==> config.mk <==
export PLATFORM = sky130hd
export DESIGN_NAME = uart_tx_arbiter
export DESIGN_NICKNAME = d
export VERILOG_FILES = /design/src/rtl/uart_arb_pkg.sv /design/src/rtl/uart_rr_pick.sv /design/src/rtl/uart_tx_arbiter.sv
export SDC_FILE = /design/constraint.sdc
export NUM_CORES = 1
export LEC_CHECK = 0
export ABC_AREA = 1
export CORE_MARGIN = 5
export CORE_UTILIZATION = 49
export CTS_BUF_LIST = sky130_fd_sc_hd__clkbuf_4 sky130_fd_sc_hd__clkbuf_8
export CTS_CLUSTER_SIZE = 20
export DETAILED_ROUTE_END_ITERATION = 6
export PLACE_DENSITY = 0.88
export RECOVER_POWER = 50
export SYNTH_ARGS = -nofsm -noshare
export SYNTH_HDL_FRONTEND = slang
export SYNTH_SLANG_ARGS = --single-unit
export TNS_END_PERCENT = 30
==> constraint.sdc <==
create_clock -name Clk -period 3.8 [get_ports Clk]
set_input_delay 0.76 -clock Clk [delete_from_list [all_inputs] [get_ports Clk]]
set_output_delay 0.76 -clock Clk [all_outputs]
set_load 0.1 [all_outputs]
==> src/rtl/uart_arb_pkg.sv <==
// Shared types and helpers for the UART transmit arbiter.
package uart_arb_pkg;

   // Ownership phases of the shared transmitter
   typedef enum logic [1:0] {
      IDLE  = 2'd0,
      START = 2'd1,
      BUSY  = 2'd2
   } arb_state_t;

   // Bits needed to index n items (at least one bit)
   function automatic int unsigned idx_width(input int unsigned n);
      if (n > 1) return $unsigned($clog2(n));
      return 1;
   endfunction

endpackage

==> src/rtl/uart_rr_pick.sv <==
// Combinational round-robin pick: first set request at or after the pointer, wrapping.
module uart_rr_pick
   import uart_arb_pkg::*;
#(
   parameter int unsigned NUM_REQ = 4,
   localparam int unsigned IDX_W  = idx_width(NUM_REQ)
) (
   input  logic [NUM_REQ-1:0] req,
   input  logic [IDX_W-1:0]   ptr,
   output logic               vld_c,
   output logic [IDX_W-1:0]   idx_c
);

   int unsigned cand;

   // Scan from the pointer upward, taking the first active request
   always_comb begin
      vld_c = 1'b0;
      idx_c = '0;
      cand  = 0;
      for (int unsigned i = 0; i < NUM_REQ; i++) begin
         cand = 32'(ptr) + i;
         if (cand >= NUM_REQ) cand = cand - NUM_REQ;
         if (!vld_c && req[IDX_W'(cand)]) begin
            vld_c = 1'b1;
            idx_c = IDX_W'(cand);
         end
      end
   end

endmodule

==> src/rtl/uart_tx_arbiter.sv <==
// Round-robin owner of a single UART transmitter shared by NUM_REQ clients.
// Optional start timeout enabled by defining UART_ARB_TIMEOUT_EN.
module uart_tx_arbiter
   import uart_arb_pkg::*;
#(
   parameter int unsigned NUM_REQ       = 4,
   parameter int unsigned DATA_BITS     = 8,
   parameter int unsigned START_TIMEOUT = 64
) (
   input  logic                           Clk,
   input  logic                           Rst_n,
   input  logic [NUM_REQ-1:0]             Req,
   input  logic [NUM_REQ*DATA_BITS-1:0]   Req_Data,
   input  logic                           CTS,
   input  logic                           Tx_Busy,
   output logic [DATA_BITS-1:0]           Tx_Data,
   output logic                           Transmit_Start,
   output logic [NUM_REQ-1:0]             Gnt,
   output logic [NUM_REQ-1:0]             Done,
   output logic                           Active,
   output logic                           Timeout_Err
);

   localparam int unsigned IDX_W = idx_width(NUM_REQ);

   if (NUM_REQ < 2 || START_TIMEOUT < 1) begin : g_bad_cfg
      $error("uart_tx_arbiter: NUM_REQ must be >= 2 and START_TIMEOUT >= 1");
   end

   arb_state_t           state_q, state_d;
   logic [IDX_W-1:0]     ptr_q, ptr_d;
   logic [IDX_W-1:0]     owner_q, owner_d;
   logic [DATA_BITS-1:0] data_q, data_d;
   logic                 start_q, start_d;
   logic [NUM_REQ-1:0]   gnt_q, gnt_d;
   logic [NUM_REQ-1:0]   done_q, done_d;
   logic                 active_q, active_d;

   logic                 win_vld;
   logic [IDX_W-1:0]     win_idx;
   logic [DATA_BITS-1:0] win_data;

`ifdef UART_ARB_TIMEOUT_EN
   localparam int unsigned CNT_W = idx_width(START_TIMEOUT);
   logic [CNT_W-1:0]     cnt_q, cnt_d;
   logic                 terr_q, terr_d;
`endif

   uart_rr_pick #(
      .NUM_REQ (NUM_REQ)
   ) u_pick (
      .req   (Req),
      .ptr   (ptr_q),
      .vld_c (win_vld),
      .idx_c (win_idx)
   );

   // Select the winning client's payload
   always_comb begin
      win_data = '0;
      for (int unsigned i = 0; i < NUM_REQ; i++) begin
         if (win_idx == IDX_W'(i)) win_data = Req_Data[i*DATA_BITS +: DATA_BITS];
      end
   end

   // Next-state and registered-output decisions
   always_comb begin
      state_d = state_q;
      ptr_d   = ptr_q;
      owner_d = owner_q;
      data_d  = data_q;
      start_d = start_q;
      gnt_d   = '0;
      done_d  = '0;
`ifdef UART_ARB_TIMEOUT_EN
      cnt_d   = cnt_q;
      terr_d  = 1'b0;
`endif
      case (state_q)
         IDLE: begin
            if (CTS && !Tx_Busy && win_vld) begin
               data_d  = win_data;
               owner_d = win_idx;
               gnt_d   = NUM_REQ'(1) << win_idx;
               ptr_d   = (win_idx == IDX_W'(NUM_REQ - 1)) ? '0 : win_idx + IDX_W'(1);
               start_d = 1'b0;
`ifdef UART_ARB_TIMEOUT_EN
               cnt_d   = '0;
`endif
               state_d = START;
            end
         end
         START: begin
            if (Tx_Busy) begin
               start_d = 1'b0;
               state_d = BUSY;
            end
`ifdef UART_ARB_TIMEOUT_EN
            else if (start_q && cnt_q == CNT_W'(START_TIMEOUT - 1)) begin
               // transmitter never answered: release the channel
               start_d = 1'b0;
               terr_d  = 1'b1;
               state_d = IDLE;
            end
            else begin
               start_d = 1'b1;
               if (start_q) cnt_d = cnt_q + CNT_W'(1);
            end
`else
            else begin
               start_d = 1'b1;
            end
`endif
         end
         BUSY: begin
            if (!Tx_Busy) begin
               done_d  = NUM_REQ'(1) << owner_q;
               state_d = IDLE;
            end
         end
         default: begin
            start_d = 1'b0;
            state_d = IDLE;
         end
      endcase
      active_d = (state_d != IDLE);
   end

   // State and output registers
   always_ff @(posedge Clk or negedge Rst_n) begin
      if (!Rst_n) begin
         state_q  <= IDLE;
         ptr_q    <= '0;
         owner_q  <= '0;
         data_q   <= '0;
         start_q  <= 1'b0;
         gnt_q    <= '0;
         done_q   <= '0;
         active_q <= 1'b0;
      end else begin
         state_q  <= state_d;
         ptr_q    <= ptr_d;
         owner_q  <= owner_d;
         data_q   <= data_d;
         start_q  <= start_d;
         gnt_q    <= gnt_d;
         done_q   <= done_d;
         active_q <= active_d;
      end
   end

`ifdef UART_ARB_TIMEOUT_EN
   // Start-timeout counter and error pulse
   always_ff @(posedge Clk or negedge Rst_n) begin
      if (!Rst_n) begin
         cnt_q  <= '0;
         terr_q <= 1'b0;
      end else begin
         cnt_q  <= cnt_d;
         terr_q <= terr_d;
      end
   end
   assign Timeout_Err = terr_q;
`else
   assign Timeout_Err = 1'b0;
`endif

   assign Tx_Data        = data_q;
   assign Transmit_Start = start_q;
   assign Gnt            = gnt_q;
   assign Done           = done_q;
   assign Active         = active_q;

endmodule

==> results of run 1 <==
==> worst max-delay path, delay by kind of cell <==
family / cells / cell delay, ns
and+or+nand+nor: 11 / 1.48
buffers and inverters: 3 / 0.70
adders and majority gates: 1 / 0.33
AOI/OAI and AO/OA: 2 / 0.28
==> metal layers <==
metal  vias to the layer above  global-route usage
li1                        758                   -
met1                       672               0.206
met2                        50               0.301
met3                         8              0.0506
met4                         0              0.0787
met5                         -                   0
==> logic make-up after synthesis <==
kind of cell	Yosys count	synth area share
AND/OR/NAND/NOR	118	0.385
AO/OA/AOI/OAI	31	0.101
buffers and inverters	30	0.0986
flip-flops	24	0.382
adder cells (fa/ha/maj)	4	0.0318
other	1	0.00238
==> per-stage QoR <==
step           hold slack (ns)  cells
2_1_floorplan            0.453    208
3_3_place_gp             0.462    301
3_5_place_dp             0.474    301
4_1_cts                  0.503    305
5_1_grt                  0.525    305
6_report                 0.504    305
==> sequential cells by signal (all words and copies together) (netlist names) <==
signal          count
owner_q             2
ptr_q               2
Tx_Data             8
Done                4
Gnt                 4
Active              1
state_q             2
Transmit_Start      1
==> layout make-up <==
cell class,instances,area (sq um),share of cell area
multi-input cells,154,806,0.371
flip-flops and latches,24,601,0.276
repair buffers,57,571,0.262
inverters,22,90.1,0.0414
well taps,44,55.1,0.0253
clock inverters,1,30.0,0.0138
clock buffers,3,22.5,0.0104
==> worst paths after layout <==
check,depth (start not counted),start,slack [ns],endpoint
max,17,Req[3],0.53,Tx_Data[5]
min,2,Tx_Data[4],0.50,Tx_Data[4]
max reg2reg,17,ptr_q[0],0.88,Tx_Data[5]
min reg2reg,2,Tx_Data[4],0.50,Tx_Data[4]
max in group asynchronous,1,Rst_n,2.11,Tx_Data[6]
min in group asynchronous,1,Rst_n,1.06,Gnt[2]
==> cells in the final DEF (no fill, tap or decap), drive strengths merged <==
cell / instances
nor2: 9
nand3: 15
ha: 4
clkdlybuf4s50: 54
nand4: 1
inv: 22
bufinv: 1
dlygate4sd3: 3
a21oi: 9
clkbuf: 3
nor4: 4
or2: 1
conb: 1
o21ai: 22
nand2: 88
dfrtp: 24
==> metrics.md, run 1 <==
| Metric | Value |
|---|---|
| Run status | completed |
| First-pass GRT wire length | ~6200 microns |
| Period utilization | 0.861 |
| Largest net degree at the start of global routing | 25 |
| Synthesized Nets | 252 |
| Metal3 WL | roughly 230 microns |
| DRT Wirelength | 3720 microns |
| Antenna violations before repair | 0 |
| CTS max path bufs | 2 |
| Layout fillers | 260 |
| Clock-pin slew on the worst setup and hold paths | 0.14 ns |
| Vias in the first global route | around 1500 |
| Die area | 4450 sq um |
| DP HPWL | roughly 3000 microns |
| Most frequent cell after synthesis | nand2_1 |
| Routability cong. | about 0.90 |
| Post-route cell area | 2170 sq um |
| Top-Level Pins | ~60 |
| Critical Path Fanout Max | 10 |
| Synth Cell Area | ~1600 sq um |
| Primary FF master, synth | dfrtp_1 |
| Gr ovfl total | 0 |
| Residual DRC count | 0 |
| Placed Area | 2130 sq um |
| Clk Tree Root Cell | clkbuf_4 |
| Area grow syn2layout | 38.2% |
| Netlist cell types | 24 |
| Max_cap viols | 0 |
| Diodes inserted | 0 |
| Final worst path period need | approximately 3.3 ns |
| Setup bufs post-CTS | 0 |
| Most used cell, CP | nand2_1 |
| Hold-fix buffers, CTS | 0 |
| Clk_lat worst skew | 0.32 ns |
| Asr flop ratio synth | 1.00 |
| Port buffer count | between 50 and 60 |
| Met2 wire len | 1860 microns |
| Ys Warns | 0 |
| Crit. End Element | register |
| Initial DRC count | 81 |
| Max-slew violation count | 0 |
| Launching element type of the critical path | input port |
| Routed len/inst | 12.2 microns |
| Post-synth EDFFs | 0 |
| Setup tns final | 0 ns |
| # resized after CTS | 0 |
| Max Freq | 306 MHz |
| 1st-pass router iterations | 4 |
| Detail Route Antenna Nets | 0 |
| Highest Signal Layer | met4 |
| CTS sink count | 24 |
| Nets | 306 |
| H-tree Lvls | 1 |
| DR vias/cell | 4.88 |
| CP cell instances | dlygate4sd3_1 -> inv_1 -> nand2_1 -> nand3_1 -> nand2_2 -> nor2_8 -> nand3_4 -> nand3_1 -> inv_1 -> ha_1 -> nor2_1 -> nand2_1 -> nand2_1 -> o21ai_0 -> o21ai_0 -> nand2_2 -> nand2_1 |
| Pre-CTS setup slack | 0.310 ns |
| Syn_area_per_cell | 7.57 sq um |
| Final core occ | 0.707 |
| Num rows | 20 |
| Die H | 66.7 microns |
| Crit path largest cell delay | 0.55 ns |
| Final setup viols | 0 |
| CP max-delay cell | dlygate4sd3_1 |
| Initial core utilization | 0.511 |
| Final Hold Vio Count | 0 |
| GRT Util Overall | 0.177 |
| Final worst slack | 0.528 ns |
| CP Data Required Time | 4.07 ns |
| Hold Path Class | reg -> reg |
| Top cells by area, synth | dfrtp_1, nand2_1, o21ai_0 |
| Critical path class | in -> reg |
| Wl on met1 | 1560 microns |
| CP Data Arrival Time | between 3 and 4 ns |
| DR vias | 1488 |
| Synth area leader | dfrtp_1 |
| Worst slew pin tran | between 1 and 1.5 ns |
| Synth Register Bits | 24 |
| Slew HR | 0.294 |
| Synth top area share | 0.382 |
| Die width | 66.7 microns |
| Skew final | roughly 0.0076 ns |
| TritonCTS clock tree | yes |
| Commonest cells post-synth | nand2_1, dfrtp_1, inv_1 |
| RSZ-0062 raised after global routing | no |
| Core area | 3080 sq um |
| Layout cell share with drive strength beyond 1 | 0.111 |
| Cells after Synth | 208 |
| Number of clock buffers inserted by TritonCTS | 3 |
| Seq/Total Area, Yosys | 0.382 |
Power of run 1 is left out: the tool's default activity adds up to more than one toggle a clock period on the data nets, which glitch-free logic cannot reach.
==> run 2: changes to the inputs <==
--- a/config.mk
+++ b/config.mk
@@ -15,5 +15,6 @@
 export RECOVER_POWER = 50
 export SYNTH_ARGS = -nofsm -noshare
 export SYNTH_HDL_FRONTEND = slang
+export SYNTH_HIERARCHICAL = 1
 export SYNTH_SLANG_ARGS = --single-unit
 export TNS_END_PERCENT = 30
==> run 2 against run 1 <==
  * Critical path depth fell by 5
  * Worst hold slack got worse by 0.027 ns
  * Flip-flop and latch count is the same
  * Count of clock-buffer cells in the layout unchanged
  * Sequential share of layout area fell by 0.16 points
  * Critical path type unchanged
  * Critical endpoint unchanged
  * Largest cell class unchanged
  * Highest routed layer unchanged
==> metrics.md, run 2 <==
| Metric | Value |
|---|---|
| Min Hold Slack | 0.477 ns (-0.0270 ns) |
| Layout cell share with drive strength beyond 1 | 0.109 (-0.00202) |
| Die width | 66.6 microns (-0.16%) |
| Ys Warns | 6 (+6) |
| DR vias | 1545 (+3.8%) |
| Area grow syn2layout | 39.5% |
| Max FFs per register | 8 (unchanged) |
| Synthesized Nets | 264 (+4.8%) |
| Launching element type of the critical path | input port |
| DRT Wirelength | 3610 microns (-3.0%) |
| Cells after Synth | 220 (+5.8%) |
| Commonest non-fill, non-tap cells in the layout | nand2_1, clkdlybuf4s50_1, dfrtp_1 |
| H-tree Lvls | 1 (unchanged) |
| Asr flop ratio synth | 1.00 (unchanged) |
| Clk_lat worst skew | 0.32 ns (about the same) |
| Worst slew pin tran | 1.06 ns (+0.00845 ns) |
| Final setup viols | 0 (unchanged) |
| Gr ovfl total | 0 (unchanged) |
| Clk Tree Root Cell | clkbuf_4 |
| Main combinational cell family by area after synthesis | simple AND/OR/NAND/NOR gates |
| Num rows | 20 (unchanged) |
| Top cells by area, synth | dfrtp_1, nand2_1, inv_1 |
| CP max-delay cell | clkdlybuf4s50_1 |
| Max_cap viols | 0 (unchanged) |
| Die H | 66.6 microns (-0.16%) |
| Critical Path Fanout Max | 20 (+10) |
| GRT Util Overall | 0.186 (+0.00842) |
| CP Data Arrival Time | 3.31 ns (-0.23 ns) |
| DR vias/cell | 4.84 (-0.73%) |
| Port buffer count | 57 (unchanged) |
| Antenna violations before repair | 0 (unchanged) |
| Period utilization | 0.804 (-0.0576) |
| Hold-fix buffers, CTS | 0 (unchanged) |
| Run status | completed |
| Initial core utilization | 0.514 (+0.00214) |
| Pleak | 1.08 nW |
| Number of clock buffers inserted by TritonCTS | 3 (unchanged) |
| Seq/Total Area, Yosys | 0.383 (+0.00152) |
| Routability cong. | 0.889 (-1.0%) |
| # resized after CTS | 0 (unchanged) |
| Synth Area in Adders | 0.0319 (+0.000127) |
| Top-Level Pins | 59 (unchanged) |
| Netlist cell types | 23 (-4.2%) |
| Non-Filler Instances | 319 (+4.6%) |
| Most frequent cell after synthesis | nand2_1 |
| XOR/XNOR Fraction of Synth Area | 0 (unchanged) |
| Core area | 3050 sq um (-0.81%) |
| Syn_area_per_cell | 7.13 sq um (-5.8%) |
| TritonCTS clock tree | yes |
| Mux contribution to synthesized area | 0 (unchanged) |
| Hold Path Class | reg -> reg |
| Most common cell after layout, fill and taps aside | nand2_1 |
| Initial DRC count | 84 (+3.7%) |
| Commonest cells post-synth | nand2_1, dfrtp_1, inv_1, nor2_1, a21oi_1 |
| Synth area leader | dfrtp_1 |
| Clock-pin slew on the worst setup and hold paths | 0.13 ns (about the same) |
| CP cell instances | clkdlybuf4s50_1 -> inv_1 -> nand2_1 -> nand2_1 -> o21ai_0 -> nand3b_1 -> nand2_1 -> nor2_1 -> nand2_2 -> nor2_2 -> nand2_1 -> nand3_1 |
| Routed len/inst | 11.3 microns (-7.2%) |
| Simple-Gate Fraction of Synth Area | 0.442 (+0.0574) |
| Die area | 4430 sq um (-0.33%) |
| Cell area power density | between 900 and 1000 nW/um^2 |
| Peak VDD IR | 0.000561 V |
| Diodes inserted | 0 (unchanged) |
| Primary FF master, synth | dfrtp_1 |
| Slew HR | 0.289 (-0.00565) |
| Most used cell, CP | nand2_1 |
| Nets | 320 (+4.6%) |
| CTS max path bufs | 2 (unchanged) |
| Final Hold Vio Count | 0 (unchanged) |
| CTS sink count | 24 (unchanged) |
| CP Data Required Time | 4.06 ns (about the same) |
| First-pass GRT wire length | 6360 microns (+3.1%) |
| Largest net degree at the start of global routing | 25 (unchanged) |
| DP HPWL | 2880 microns (-2.4%) |
| Skew final | 0.00407 ns (-0.00357 ns) |
| Vias in the first global route | 1512 (+0.53%) |
| Max Freq | 328 MHz (+7.2%) |
| Setup bufs post-CTS | 0 (unchanged) |
| RSZ-0062 raised after global routing | no |
| Final worst path period need | 3.05 ns (-0.219 ns) |
| Synth Area in Compound Gates | 0.0503 (-0.0507) |
| Setup tns final | 0 ns (unchanged) |
| Max-slew violation count | 0 (unchanged) |
| Synth Cell Area | 1570 sq um (-0.40%) |
| Synth Register Bits | 24 (unchanged) |
| Critical path class | in -> reg |
| Crit. End Element | register |
| Post-synth EDFFs | 0 (unchanged) |
| 1st-pass router iterations | 4 (unchanged) |
| Detail Route Antenna Nets | 0 (unchanged) |
| Crit path largest cell delay | 0.47 ns (-0.08 ns) |
| Synth top area share | 0.383 (+0.00152) |
| Placed cells | 315 (+4.7%) |
| Residual DRC count | 0 (unchanged) |
[run 2: cell types whose count changed after synthesis, moves of 3 or more]
cell / previous run / this run
nand4_1: 1 / 6
nand2_1: 69 / 78
nand3_2: 0 / 3
clkbuf_1: 4 / 0
nand2_2: 15 / 11
nor2_2: 0 / 4
a21oi_1: 9 / 12
o21ai_0: 20 / 0
nand3_4: 3 / 0
nor2_1: 7 / 22
[run 2: power breakdown]
part	switching, mW	leakage, nW	internal, mW
combinational	1.04	0.737	0.432
sequential	0.0688	0.314	0.337
clock	0.0778	0.0279	0.107
total	1.19	1.08	0.876
[run 2: logic make-up after synthesis]
family / Yosys count
compound gates: 15
fa+ha+maj: 4
buf+inv: 30
flops: 24
other cells: 1
simple gates: 146
[run 2: final timing paths]
| check | from | to | slack (ns) | depth (start not counted) |
|---|---|---|---|---|
| max | Req[1] | Tx_Data[5] | 0.75 | 12 |
| min | owner_q[0] | Done[2] | 0.48 | 1 |
| max reg2reg | ptr_q[0] | Tx_Data[5] | 0.86 | 11 |
| min reg2reg | owner_q[0] | Done[2] | 0.48 | 1 |
| max in group asynchronous | Rst_n | ptr_q[1] | 2.10 | 1 |
| min in group asynchronous | Rst_n | Tx_Data[1] | 1.07 | 1 |
[run 2: cell type report]
type,count,area (sq um)
inverter,24,90.1
tap,44,55.1
clock inverter,1,30.0
multi-input combinational,166,818
fill,252,866
timing repair buffer,57,571
clock buffer,3,22.5
sequential,24,601
[run 2: routing by layer]
| metal | global-route usage | wire, microns |
|---|---|---|
| met4 | 0.0838 | 61 |
| met5 | 0 | 0 |
| met1 | 0.207 | 1480 |
| met2 | 0.316 | 1690 |
| met3 | 0.0658 | 382 |
[run 2: per-stage QoR]
step	total power, mW	worst slack [ns]	instance area [sq um]	utilization
after CTS	2.07	1.02	2190	0.719
after global placement	1.86	0.700	2140	0.702
after global routing	2.25	0.406	2190	0.716
final	2.06	0.747	2190	0.716
after floorplan	1.60	1.41	1570	-
after detailed placement	1.88	0.686	2140	0.702
[run 2: worst max-delay path: cells and delay by family]
family,cells,cell delay (ns)
AND/OR/NAND/NOR,9,1.78
buffers and inverters,2,0.53
AO/OA/AOI/OAI,1,0.25
(Power assumes the default switching activity.)
